[src/rtl/qrd_array_sequencer_pkg.sv]
`default_nettype none
// ============================================================================
// Module      : qrd_pkg
// Description : Shared types and default constants for the QR-RLS array
//               front-end sequencer (state encoding, array defaults and the
//               reset value of the forgetting-factor register).
// Revision    : 1.0 - initial release
// ============================================================================
package qrd_pkg;

    // Array defaults
    localparam int unsigned c_def_n      = 4;
    localparam int unsigned c_def_data_w = 32;
    localparam int unsigned c_def_lat    = 8;
    localparam int unsigned c_def_cnt_w  = 16;

    // Reset value of the forgetting factor (opaque bit pattern)
    localparam logic [31:0] c_beta_rst   = 32'h3F7F_BE77;

    // Sequencer state encoding
    typedef enum logic [1:0] {
        ST_IDLE  = 2'b00,
        ST_RUN   = 2'b01,
        ST_DRAIN = 2'b10
    } state_t;

endpackage : qrd_pkg
`default_nettype wire

[src/rtl/qrd_array_sequencer_skew_line.sv]
`default_nettype none
// ============================================================================
// Module      : skew_line
// Description : DEPTH-stage valid+data shift chain feeding one array column.
// Ports       : clk, rst       - clock, synchronous active-high reset
//               in_valid/data  - element entering the chain
//               out_valid/data - element leaving the chain DEPTH cycles later
// Revision    : 1.0 - initial release
// ============================================================================
module skew_line #(
    parameter int unsigned DEPTH  = 1,
    parameter int unsigned DATA_W = 32
) (
    input  logic              clk,
    input  logic              rst,
    input  logic              in_valid,
    input  logic [DATA_W-1:0] in_data,
    output logic              out_valid,
    output logic [DATA_W-1:0] out_data
);

    logic [DEPTH-1:0]             r_valid;
    logic [DEPTH-1:0][DATA_W-1:0] r_data;

    if (DEPTH == 1) begin : g_single
        always_ff @(posedge clk) begin
            if (rst) begin
                r_valid <= '0;
                r_data  <= '0;
            end else begin
                r_valid <= in_valid;
                r_data  <= in_data;
            end
        end
    end else begin : g_multi
        // Stage 0 takes the new element; stage DEPTH-1 drives the column.
        always_ff @(posedge clk) begin
            if (rst) begin
                r_valid <= '0;
                r_data  <= '0;
            end else begin
                r_valid <= {r_valid[DEPTH-2:0], in_valid};
                r_data  <= {r_data[DEPTH-2:0], in_data};
            end
        end
    end

    assign out_valid = r_valid[DEPTH-1];
    assign out_data  = r_data[DEPTH-1];

endmodule : skew_line
`default_nettype wire

[src/rtl/qrd_array_sequencer.sv]
`default_nettype none
// ============================================================================
// Module      : qrd_array_sequencer
// Description : Front-end controller of the QR-RLS systolic triangular array.
//               Accepts sample vectors on valid/ready, skews element j by j
//               cycles into column j, drives per-column freeze on bubbles,
//               holds the forgetting factor and pulses done once the last
//               vector of a block has drained out of the array.
// Ports       : clk, rst                 - clock, synchronous active-high reset
//               in_valid/ready/data/last - input vector handshake
//               cfg_we, cfg_beta, cfg_err - forgetting-factor write / error
//               beta_out                 - current forgetting factor
//               col_valid, col_data      - skewed top-row feed
//               freeze                   - per-column PE hold
//               busy, done, sample_cnt   - block status
// Revision    : 1.0 - initial release
// ============================================================================
module qrd_array_sequencer
    import qrd_pkg::*;
#(
    parameter int unsigned       N        = c_def_n,
    parameter int unsigned       DATA_W   = c_def_data_w,
    parameter int unsigned       LAT      = c_def_lat,
    parameter int unsigned       CNT_W    = c_def_cnt_w,
    parameter logic [DATA_W-1:0] BETA_RST = c_beta_rst
) (
    input  logic                clk,
    input  logic                rst,
    input  logic                in_valid,
    output logic                in_ready,
    input  logic [N*DATA_W-1:0] in_data,
    input  logic                in_last,
    input  logic                cfg_we,
    input  logic [DATA_W-1:0]   cfg_beta,
    output logic                cfg_err,
    output logic [DATA_W-1:0]   beta_out,
    output logic [N-1:0]        col_valid,
    output logic [N*DATA_W-1:0] col_data,
    output logic [N-1:0]        freeze,
    output logic                busy,
    output logic                done,
    output logic [CNT_W-1:0]    sample_cnt
);

    // The drain counter spans the skew of the last column plus array latency.
    localparam int unsigned             c_drain_w    = $clog2(N + LAT);
    localparam logic [c_drain_w-1:0]    c_drain_load = c_drain_w'(N + LAT - 1);

    state_t                r_state;
    state_t                w_state_nxt;
    logic [c_drain_w-1:0]  r_drain_cnt;
    logic [CNT_W-1:0]      r_sample_cnt;
    logic [DATA_W-1:0]     r_beta;
    logic                  r_cfg_err;
    logic                  w_in_ready;
    logic                  w_accept;
    logic                  w_done;
    logic                  w_busy;
    logic [N*DATA_W-1:0]   w_inject_data;

    // ---------------- FSM: state register ----------------
    always_ff @(posedge clk) begin
        if (rst) r_state <= ST_IDLE;
        else     r_state <= w_state_nxt;
    end

    // ---------------- FSM: next state ----------------
    always_comb begin
        w_state_nxt = r_state;
        case (r_state)
            ST_IDLE:  if (w_accept) w_state_nxt = in_last ? ST_DRAIN : ST_RUN;
            ST_RUN:   if (w_accept && in_last) w_state_nxt = ST_DRAIN;
            ST_DRAIN: if (r_drain_cnt == '0) w_state_nxt = ST_IDLE;
            default:  w_state_nxt = ST_IDLE;
        endcase
    end

    // ---------------- FSM: outputs ----------------
    // in_ready is masked during reset so nothing is taken in the reset cycle;
    // done is masked too so an abandoned block can never signal completion.
    always_comb begin
        w_in_ready = 1'b0;
        w_done     = 1'b0;
        w_busy     = 1'b1;
        case (r_state)
            ST_IDLE: begin
                w_in_ready = ~rst;
                w_busy     = 1'b0;
            end
            ST_RUN:   w_in_ready = ~rst;
            ST_DRAIN: w_done     = ~rst && (r_drain_cnt == '0);
            default:  w_busy     = 1'b0;
        endcase
    end

    assign w_accept = in_valid && w_in_ready;

    // ---------------- drain counter ----------------
    always_ff @(posedge clk) begin
        if (rst)                                       r_drain_cnt <= '0;
        else if (w_accept && in_last)                  r_drain_cnt <= c_drain_load;
        else if (r_state == ST_DRAIN && r_drain_cnt != '0) r_drain_cnt <= r_drain_cnt - 1'b1;
    end

    // ---------------- sample counter (saturating) ----------------
    always_ff @(posedge clk) begin
        if (rst) begin
            r_sample_cnt <= '0;
        end else if (w_accept) begin
            if (r_state == ST_IDLE)      r_sample_cnt <= CNT_W'(1);
            else if (r_sample_cnt != '1) r_sample_cnt <= r_sample_cnt + 1'b1;
        end
    end

    // ---------------- configuration ----------------
    // Writes are only honoured in IDLE so the array never sees beta change
    // mid-block; a write at any other time is dropped and flagged.
    always_ff @(posedge clk) begin
        if (rst) begin
            r_beta    <= BETA_RST;
            r_cfg_err <= 1'b0;
        end else begin
            if (cfg_we && r_state == ST_IDLE) r_beta <= cfg_beta;
            r_cfg_err <= cfg_we && (r_state != ST_IDLE);
        end
    end

    // ---------------- skew lines ----------------
    // Bubbles carry zero data so the array never sees stale operands.
    assign w_inject_data = w_accept ? in_data : '0;

    for (genvar j = 0; j < N; j++) begin : g_col
        skew_line #(
            .DEPTH  (j + 1),
            .DATA_W (DATA_W)
        ) u_skew (
            .clk       (clk),
            .rst       (rst),
            .in_valid  (w_accept),
            .in_data   (w_inject_data[j*DATA_W +: DATA_W]),
            .out_valid (col_valid[j]),
            .out_data  (col_data[j*DATA_W +: DATA_W])
        );
    end

    assign freeze     = ~col_valid;
    assign in_ready   = w_in_ready;
    assign done       = w_done;
    assign busy       = w_busy;
    assign sample_cnt = r_sample_cnt;
    assign beta_out   = r_beta;
    assign cfg_err    = r_cfg_err;

endmodule : qrd_array_sequencer
`default_nettype wire

[config.mk]
export PLATFORM = sky130hd
export DESIGN_NAME = qrd_array_sequencer
export DESIGN_NICKNAME = d
export VERILOG_FILES = /design/src/rtl/qrd_array_sequencer_pkg.sv /design/src/rtl/qrd_array_sequencer_skew_line.sv /design/src/rtl/qrd_array_sequencer.sv
export SDC_FILE = /design/constraint.sdc
export NUM_CORES = 1
export LEC_CHECK = 0
export ABC_AREA = 1
export BUFFER_PORTS_ARGS = -buffer_cell sky130_fd_sc_hd__buf_2
export CAP_MARGIN = 20
export CORE_MARGIN = 2
export CORE_UTILIZATION = 50
export CTS_CLUSTER_DIAMETER = 40
export DETAILED_ROUTE_END_ITERATION = 6
export PLACE_DENSITY = 0.84
export SYNTH_ARGS = -nofsm -noshare
export SYNTH_HDL_FRONTEND = slang
export SYNTH_SLANG_ARGS = --single-unit
[constraint.sdc]
create_clock -name clk -period 3.7 [get_ports clk]
set_input_delay 0.37 -clock clk [delete_from_list [all_inputs] [get_ports clk]]
set_output_delay 0.37 -clock clk [all_outputs]
set_load 0.01 [all_outputs]
==> run_results.csv, run 1 <==
group,metric,value,unit
placement,portBuffers,352,
final_layout,mostFrequentLayoutCell,"dfxtp_1",
timing,setup_tns,0,ns
global_routing,globalRoute.totalOverflow,0,
final_layout,fin_area,15100,um^2
synthesis,synthArstFlopShare,0,%
timing,final_hold_viol_count,0,
setup_path,start_kind,"register",
placement,dp_hpwl,16.5,mm
setup_path,cp.required,4.14,ns
synthesis,synth-edff-count,0,
synthesis,synth_fp_nets,1656,
setup_path,slowest_stage,"inv_1",
setup_path,crit_fanout,33,
die,start_util,51.1,%
global_routing,grt_usage,18.4,%
placement,pre_cts_ws,1.46,ns
cts,cts-root-buf,"clkbuf_16",
cts,htreeDepth,2,
power,p_leak,7.71,nW
timing,max_freq,450,MHz
final_layout,fin_nets,1908,
cts,ctsHoldBuffers,0,
setup_path,arrival,2.66,ns
drt,finalWirelength,24.6,mm
power,ir_drop,391,uV
die,dieArea,26100,um^2
timing,rsz0062_at_grt,"no",
synthesis,yosysSeqAreaShare,61.1,%
global_routing,grt_start_max_net_pins,112,
synthesis,yosysUniqueCellTypes,30,
min_path,hp-class,"input pin to register",
timing,relSlewSlack,38.2,%
synthesis,syn_area,12400,um^2
drt,drc,0,
timing,finClkSkew,0.0161,ns
cts,cts_sinks,379,
flow_run,timing.max_cap.violations,0,
synthesis,yosysTopAreaCell,"dfxtp_1",
synthesis,yosys_warnings,0,
timing,drv_slew,0,
die,placementRows,57,
drt,routedWlPerCell,11.7,um
timing,tightest_slew,0.926,ns
setup_path,cpLargestDelayFamily,"buffers and inverters",
placement,gp_congestion,0.896,
placement,dpl_cell_area,13600,um^2
synthesis,ys_seq_elements,379,
cts,cts_setup_buffers,0,
setup_path,critical_path.endpoint_type,"register",
cts,cts_tree,"yes",
setup_path,critPathBufInv,3,
final_layout,area_growth,22.0,%
synthesis,synthTopCellsByArea,"dfxtp_1, nor2_1, inv_1, buf_4, nand2_1",
cts,path_clk_slew,0.05,ns
placement,dp.cells,2016,
synthesis,synthDominantCellAreaShare,61.1,%
cts,insertion_delay,0.52,ns
die,die_x,162,um
power,power_density,665,nW/um^2
drt,drt_iter0_drc,478,
cts,cts-buffers-inserted,43,
status,status,"completed",
die,die_h,162,um
final_layout,final_util,62.3,%
synthesis,syn_area_per_cell,8.36,um^2
timing,min_period,2.22,ns
global_routing,grt_pass1_wl,39.5,mm
timing,timing.hold.ws,0.0500,ns
drt,antenna_left,0,
power,power,10.1,mW
drt,num_vias,8877,
cts,cts_resized,0,
setup_path,max_stage_delay,0.71,ns
timing,final.setup.worst_slack,1.48,ns
drt,routed_via_density,4.24,
die,core,24300,um^2
global_routing,grt_pass1_vias,8612,
synthesis,synth_flop_cell,"dfxtp_1",
drt,drtPass1Iterations,4,
cts,cts_buffer_depth,3,
final_layout,drive_gt1_share,25.4,%
global_routing,antenna_found_initial,3,
timing,setup_viol,0,
die,pin_count,353,
final_layout,layout_common_cells,"dfxtp_1, nor2_1, inv_1, buf_2, nand2_1",
synthesis,synthCells,1486,
setup_path,crit_type,"register to register",
timing,fin_crit_sh,60.0,%
setup_path,worstPathCellList,"inv_1 -> ha_1 -> nand2_1 -> buf_4 -> inv_1 -> nand2_1 -> nand3_1",
final_layout,instances_no_fill,2096,
final cells by class:
| class | count | area, um^2 |
|---|---|---|
| Multi-Input combinational cell | 594 | 2480 |
| Tap cell | 324 | 405 |
| Antenna cell | 1 | 2.50 |
| Fill cell | 1962 | 9170 |
| Inverter | 362 | 1360 |
| Clock inverter | 19 | 238 |
| Clock buffer | 59 | 1240 |
| Sequential cell | 379 | 7590 |
| Timing Repair Buffer | 358 | 1830 |
flip-flops by register name (all words and copies together) (netlist names):
name / flops
g_col.u_skew.r_valid: 4
r_drain_cnt: 4
g_col.u_skew.r_data: 192
beta_out: 32
cfg_err: 1
g_col.u_skew.out_data: 128
r_state: 2
sample_cnt: 16
cell families after synthesis:
family                     Yosys count  share of synthesized area, %
AOI/OAI and AO/OA                   32                          1.53
adders and majority gates            5                         0.504
buffers and inverters              513                          18.9
DFF                                379                          61.1
and+or+nand+nor                    557                          17.9
Yosys cell counts, types with 3 or more instances:
master / count
dfxtp_1: 379
nor2_1: 370
inv_1: 357
nand2_1: 120
buf_4: 100
nand3_1: 52
buf_2: 28
clkbuf_1: 20
o21ai_0: 11
a21oi_1: 7
a21oi_2: 6
ha_1: 5
o21ai_1: 4
inv_2: 3
nor3_1: 3
worst paths after layout:
| path | start | to | slack [ns] | cells past startpoint |
|---|---|---|---|---|
| setup / recovery | r_state[0] | beta_out[20] | 1.48 | 7 |
| hold / removal | cfg_beta[13] | beta_out[13] | 0.05 | 3 |
| setup reg to reg | r_state[0] | beta_out[20] | 1.48 | 7 |
| hold reg to reg | g_col[3].u_skew.r_data[69] | g_col[3].u_skew.out_data[5] | 0.40 | 2 |
power by group:
part / internal (mW) / total [mW] / switching, mW
clock: 2.59 / 4.25 / 1.66
sequential: 4.44 / 4.58 / 0.137
combinational: 0.451 / 1.25 / 0.800
total: 7.48 / 10.1 / 2.59
tightest hold or removal path, delay by kind of cell:
kind	cells	cell delay, ns
AND/OR/NAND/NOR	2	0.09
buffers and inverters	1	0.07
layer usage:
metal	vias to the layer above	share of wire (%)	global-route usage, %
met2	318	50	34.0
li1	4607	-	-
met5	-	0.053	0
met4	2	2.6	6.64
met1	3893	39	20.2
met3	57	7.7	5.14
No activity file was read; power rests on OpenSTA's default activity.
==> run 2: changes to the inputs <==
Settings changed: CORE_UTILIZATION 50 to 46, PLACE_DENSITY 0.84 to 0.82.
Clock period 3.7 ns to 2 ns, I/O delays scaled along.
==> run 2 against run 1 <==
Effect of this change:
- count of clock-buffer cells in the layout shrank 4
- cell count grew 8.9%
- clock power grew 86%
- register-to-register slack lost 1.3 ns
- sequential power grew 85%
- core utilization grew 0.74 points
- worst setup slack lost 1.3 ns
- critical path type unchanged
- critical endpoint is now r_drain_cnt[0]
- largest power group unchanged
==> run_results.csv, run 2 (synthesis results as in run 1) <==
group,metric,value,unit
final_layout,largest_reg_flops,192,
setup_path,start_kind,"register",
timing,final_hold_viol_count,0,
final_layout,regMostFlops,"g_col.u_skew.r_data",
die,die_x,168,um
placement,portBuffers,352,
final_layout,final_util,63.0,%
placement,dp.cells,2037,
cts,htreeDepth,2,
global_routing,grt_usage,21.5,%
timing,rsz0062_at_grt,"no",
die,die_h,168,um
timing,fin_crit_sh,90.8,%
timing,max_freq,551,MHz
final_layout,instances_no_fill,2282,
setup_path,reg2reg_to,"r_drain_cnt[0]",
flow_run,timing.max_cap.violations,0,
timing,setup_viol,0,
cts,path_clk_slew,0.06,ns
cts,cts-root-buf,"clkbuf_16",
timing,min_period,1.82,ns
min_path,min_path_cells,4,
final_layout,mostFrequentLayoutCell,"dfxtp_1",
global_routing,antenna_found_initial,2,
setup_path,arrival,2.24,ns
power,p_leak,8.40,nW
setup_path,cp.required,2.42,ns
min_path,hp-class,"input pin to register",
cts,cts-buffers-inserted,44,
die,dieArea,28300,um^2
global_routing,grt_pass1_wl,49.3,mm
final_layout,layout_common_cells,"dfxtp_1, nor2_1, inv_1, buf_2, dlygate4sd3_1",
power,power_density,1140,nW/um^2
die,core,26700,um^2
cts,cts_sinks,379,
drt,antenna_left,0,
global_routing,grt_start_max_net_pins,136,
setup_path,reg2reg_from,"r_state[0]",
final_layout,fin_nets,2074,
setup_path,reg2reg_slack,0.18,ns
drt,finalWirelength,31.3,mm
setup_path,crit_type,"register to register",
timing,relSlewSlack,63.3,%
final_layout,area_growth,35.6,%
timing,tightest_slew,0.551,ns
die,pin_count,353,
placement,gp_congestion,0.890,
drt,num_vias,9961,
drt,routedWlPerCell,13.7,um
placement,dpl_cell_area,13700,um^2
timing,drv_slew,0,
setup_path,reg2regPathDepth,10,
timing,finClkSkew,0.0166,ns
placement,dp_hpwl,17.0,mm
timing,setup_tns,0,ns
global_routing,grt_pass1_vias,10100,
die,placementRows,60,
power,ir_drop,711,uV
final_layout,fin_area,16800,um^2
cts,cts_buffer_depth,3,
timing,timing.hold.ws,0.0714,ns
die,start_util,46.5,%
global_routing,globalRoute.totalOverflow,0,
cts,cts_tree,"yes",
cts,insertion_delay,0.53,ns
min_path,min_from,"in_last",
min_path,whs_endpoint,"r_drain_cnt[2]",
final_layout,drive_gt1_share,23.6,%
drt,drtPass1Iterations,7,
status,status,"completed",
drt,drt_iter0_drc,508,
setup_path,crit_fanout,17,
setup_path,critical_path.endpoint_type,"register",
drt,routed_via_density,4.37,
drt,drc,0,
-- run 2: changes by cell type in the layout (fill, tap and decap cells not counted), sizes merged --
cell / change
clkinv: +4
buf: +3
dlygate4sd3: +162
clkinvlp: +3
clkbuf: -4
diode: +2
bufinv: -1
-- run 2: critical path, stage by stage (launching register included) --
cell and delay, ns:
dfxtp_1 0.36, inv_1 0.07, ha_1 0.27, nor2_2 0.18
nor2_4 0.06, nand2_4 0.20, inv_4 0.14, nand2_1 0.14
o21ai_0 0.11, o21ai_1 0.15, inv_1 0.05
-- run 2: per-stage QoR --
stage,setup slack (ns),total power [mW]
finish,0.184,19.1
global route,0.0273,20.0
CTS,0.102,19.1
detailed placement,0.114,11.0
global placement,0.231,10.9
floorplan,0.484,10.2
-- run 2: how the worst max path moves through the flow --
stage	start	endpoint	slack, ns	cells past startpoint
6_report	r_state[0]	r_drain_cnt[0]	0.18	10
3_5_place_dp	r_state[0]	r_drain_cnt[0]	0.11	10
4_1_cts	r_state[0]	in_ready	0.10	5
2_1_floorplan	r_state[0]	g_col[2].u_skew.r_data[21]	0.48	8
5_1_grt	r_state[0]	r_drain_cnt[0]	0.03	10
3_3_place_gp	r_state[0]	sample_cnt[13]	0.23	9
-- run 2: cell type report --
class | count | area (um^2)
diodes | 3 | 7.51
clock inverters | 25 | 277
repair buffers | 523 | 3490
fillers | 1947 | 9880
inverters | 362 | 1370
clock buffers | 55 | 1200
well taps | 341 | 427
multi-input cells | 594 | 2490
flip-flops and latches | 379 | 7590
-- run 2: routing by layer --
| layer | share of wire (%) | GRT usage, % |
|---|---|---|
| met2 | 50 | 38.5 |
| met3 | 7.6 | 5.90 |
| met4 | 4.2 | 10.9 |
| met5 | 0 | 0 |
| met1 | 38 | 23.4 |
-- run 2: timing repair --
item	in CTS	in global routing
endpoints found under the setup margin	0	2
buffers inserted	0	0
endpoints found under the hold margin	162	0
gates resized for setup	0	2
hold buffers	162	0
-- run 2: power by group --
group / leakage (nW) / switching [mW] / total, mW / internal (mW)
clock: 0.723 / 3.25 / 7.89 / 4.64
sequential: 3.09 / 0.279 / 8.49 / 8.21
combinational: 4.59 / 1.66 / 2.74 / 1.08
==> run 3: changes to the inputs <==
Settings changed: CORE_UTILIZATION 46 to 50, PLACE_DENSITY 0.82 to 0.84, SLEW_MARGIN set to 20.
Clock period 2 ns to 1.8 ns, I/O delays scaled along.
==> run 3 against run 2 <==
Effect of this change:
- combinational power grew 18%
- largest cell class unchanged
- clock skew decreased by 0.0012 ns
- flip-flop and latch count unchanged
- routed wire length increased by 2.5%
- global-route usage grew 2.1 points
- sequential share of layout area shrank 0.12 points
- non-clock buffer count is 7 higher
- first-iteration DRC count rose by 41%
- via count grew 1.8%
- register-to-register slack got worse by 0.09 ns
- critical path type is now register to primary output
- core utilization grew 6.4 points
- largest power group unchanged
- worst hold slack worse by 0.011 ns
==> run_results.csv, run 3 (synthesis results as in run 1) <==
group,metric,value,unit
status,status,"completed",
final_layout,largest_reg_flops,192,
timing,setup_tns,0,ns
setup_path,reg2reg_to,"sample_cnt[12]",
global_routing,grt_pass1_wl,49.8,mm
placement,dp_hpwl,16.0,mm
timing,tightest_slew,0.493,ns
setup_path,crit_fanout,6,
final_layout,fill_cells,1629,
die,pin_count,353,
timing,min_period,1.73,ns
cts,insertion_delay,0.52,ns
power,ir_drop,946,uV
timing,final_hold_viol_count,0,
final_layout,area_growth,36.0,%
final_layout,instances_no_fill,2268,
flow_run,timing.max_cap.violations,0,
power,power_density,1260,nW/um^2
final_layout,layout_common_cells,"dfxtp_1, nor2_1, inv_1, buf_2, dlygate4sd3_1",
final_layout,multiInputGateArea,2510,um^2
final_layout,regMostFlops,"g_col.u_skew.r_data",
min_path,hp-class,"input pin to register",
global_routing,grt_start_max_net_pins,110,
final_layout,drive_gt1_share,23.9,%
setup_path,crit_type,"register to primary output",
timing,timing.hold.ws,0.0606,ns
final_layout,regArea,7590,um^2
timing,setup_viol,0,
die,die_h,162,um
cts,cts_sinks,379,
cts,cts_buffer_depth,3,
min_path,min_path_cells,5,
drt,routed_via_density,4.47,
cts,cts-root-buf,"clkbuf_16",
timing,drv_slew,0,
setup_path,start_kind,"register",
timing,relSlewSlack,67.1,%
global_routing,globalRoute.totalOverflow,0,
drt,drc,0,
timing,max_freq,579,MHz
die,core,24300,um^2
timing,rsz0062_at_grt,"no",
timing,finClkSkew,0.0155,ns
placement,portBuffers,352,
global_routing,grt_pass1_vias,10300,
cts,path_clk_slew,0.06,ns
min_path,min_from,"in_last",
cts,cts-buffers-inserted,42,
setup_path,reg2regPathDepth,9,
timing,final.setup.worst_slack,0.0735,ns
setup_path,cp.required,1.62,ns
drt,antenna_left,0,
min_path,whs_endpoint,"r_state[1]",
final_layout,mostFrequentLayoutCell,"dfxtp_1",
drt,drt_iter0_drc,716,
drt,finalWirelength,32.1,mm
setup_path,reg2reg_slack,0.09,ns
die,die_x,162,um
drt,drtPass1Iterations,5,
placement,gp_congestion,0.889,
drt,num_vias,10100,
setup_path,critical_path.endpoint_type,"primary output",
die,dieArea,26100,um^2
setup_path,arrival,1.55,ns
timing,fin_crit_sh,95.9,%
power,p_leak,8.42,nW
final_layout,fin_area,16900,um^2
placement,pre_cts_ws,0.0502,ns
cts,cts_tree,"yes",
drt,routedWlPerCell,14.1,um
final_layout,fin_nets,2080,
setup_path,reg2reg_from,"sample_cnt[0]",
placement,dp.cells,2020,
cts,htreeDepth,2,
die,start_util,51.1,%
die,placementRows,57,
global_routing,grt_usage,23.6,%
global_routing,antenna_found_initial,1,
placement,dpl_cell_area,13700,um^2
==> run 3: timing repair <==
item,in CTS,in global routing
pin swaps,0,1
hold endpoints to repair,161,0
cloned,0,1
endpoints found under the setup margin,1,50
gates resized for setup,1,8
buffers inserted,0,8
hold buffers,161,0
==> run 3: layout make-up <==
type	instances	share of cell area, %
clock buffers	57	7.10
inverters	362	8.10
repair inverters	1	0.0444
well taps	324	2.40
flip-flops and latches	379	44.9
clock inverters	20	1.43
repair buffers	530	21.2
multi-input cells	594	14.8
diodes	1	0.0148
==> run 3: power by group <==
part / switching (mW) / total [mW] / internal (mW) / leakage [nW]
logic: 1.94 / 3.23 / 1.29 / 4.63
registers: 0.305 / 9.43 / 9.12 / 3.09
clock network: 3.48 / 8.68 / 5.20 / 0.703
==> run 3: critical path, stage by stage, from the launching register on <==
cell and delay, ns:
dfxtp_1 0.33, inv_1 0.10, ha_2 0.27, nor2_4 0.06, nor2_4 0.11, buf_2 0.17
==> run 3: worst max path at each step <==
stage,from,end,slack (ns),cells after the start
2_1_floorplan,r_state[0],g_col[2].u_skew.r_data[21],0.28,8
3_3_place_gp,r_state[0],sample_cnt[1],0.16,8
3_5_place_dp,r_state[0],beta_out[17],0.05,6
4_1_cts,r_state[0],in_ready,0.01,5
5_1_grt,r_state[0],in_ready,0.01,5
6_report,r_state[0],in_ready,0.07,5
==> run 3: layer usage <==
metal | part of all wire (%) | GRT usage (%)
met3 | 8.1 | 6.27
met5 | 0 | 0
met4 | 4.5 | 11.7
met1 | 36 | 24.7
met2 | 51 | 43.7
==> run 3: metrics by stage <==
stage                     utilization (%)  power, mW
after global placement               56.4       12.1
final                                69.5       21.3
after CTS                            69.0       21.0
after detailed placement             56.4       12.2
after global routing                 69.5       22.2
after floorplan                         -       11.3
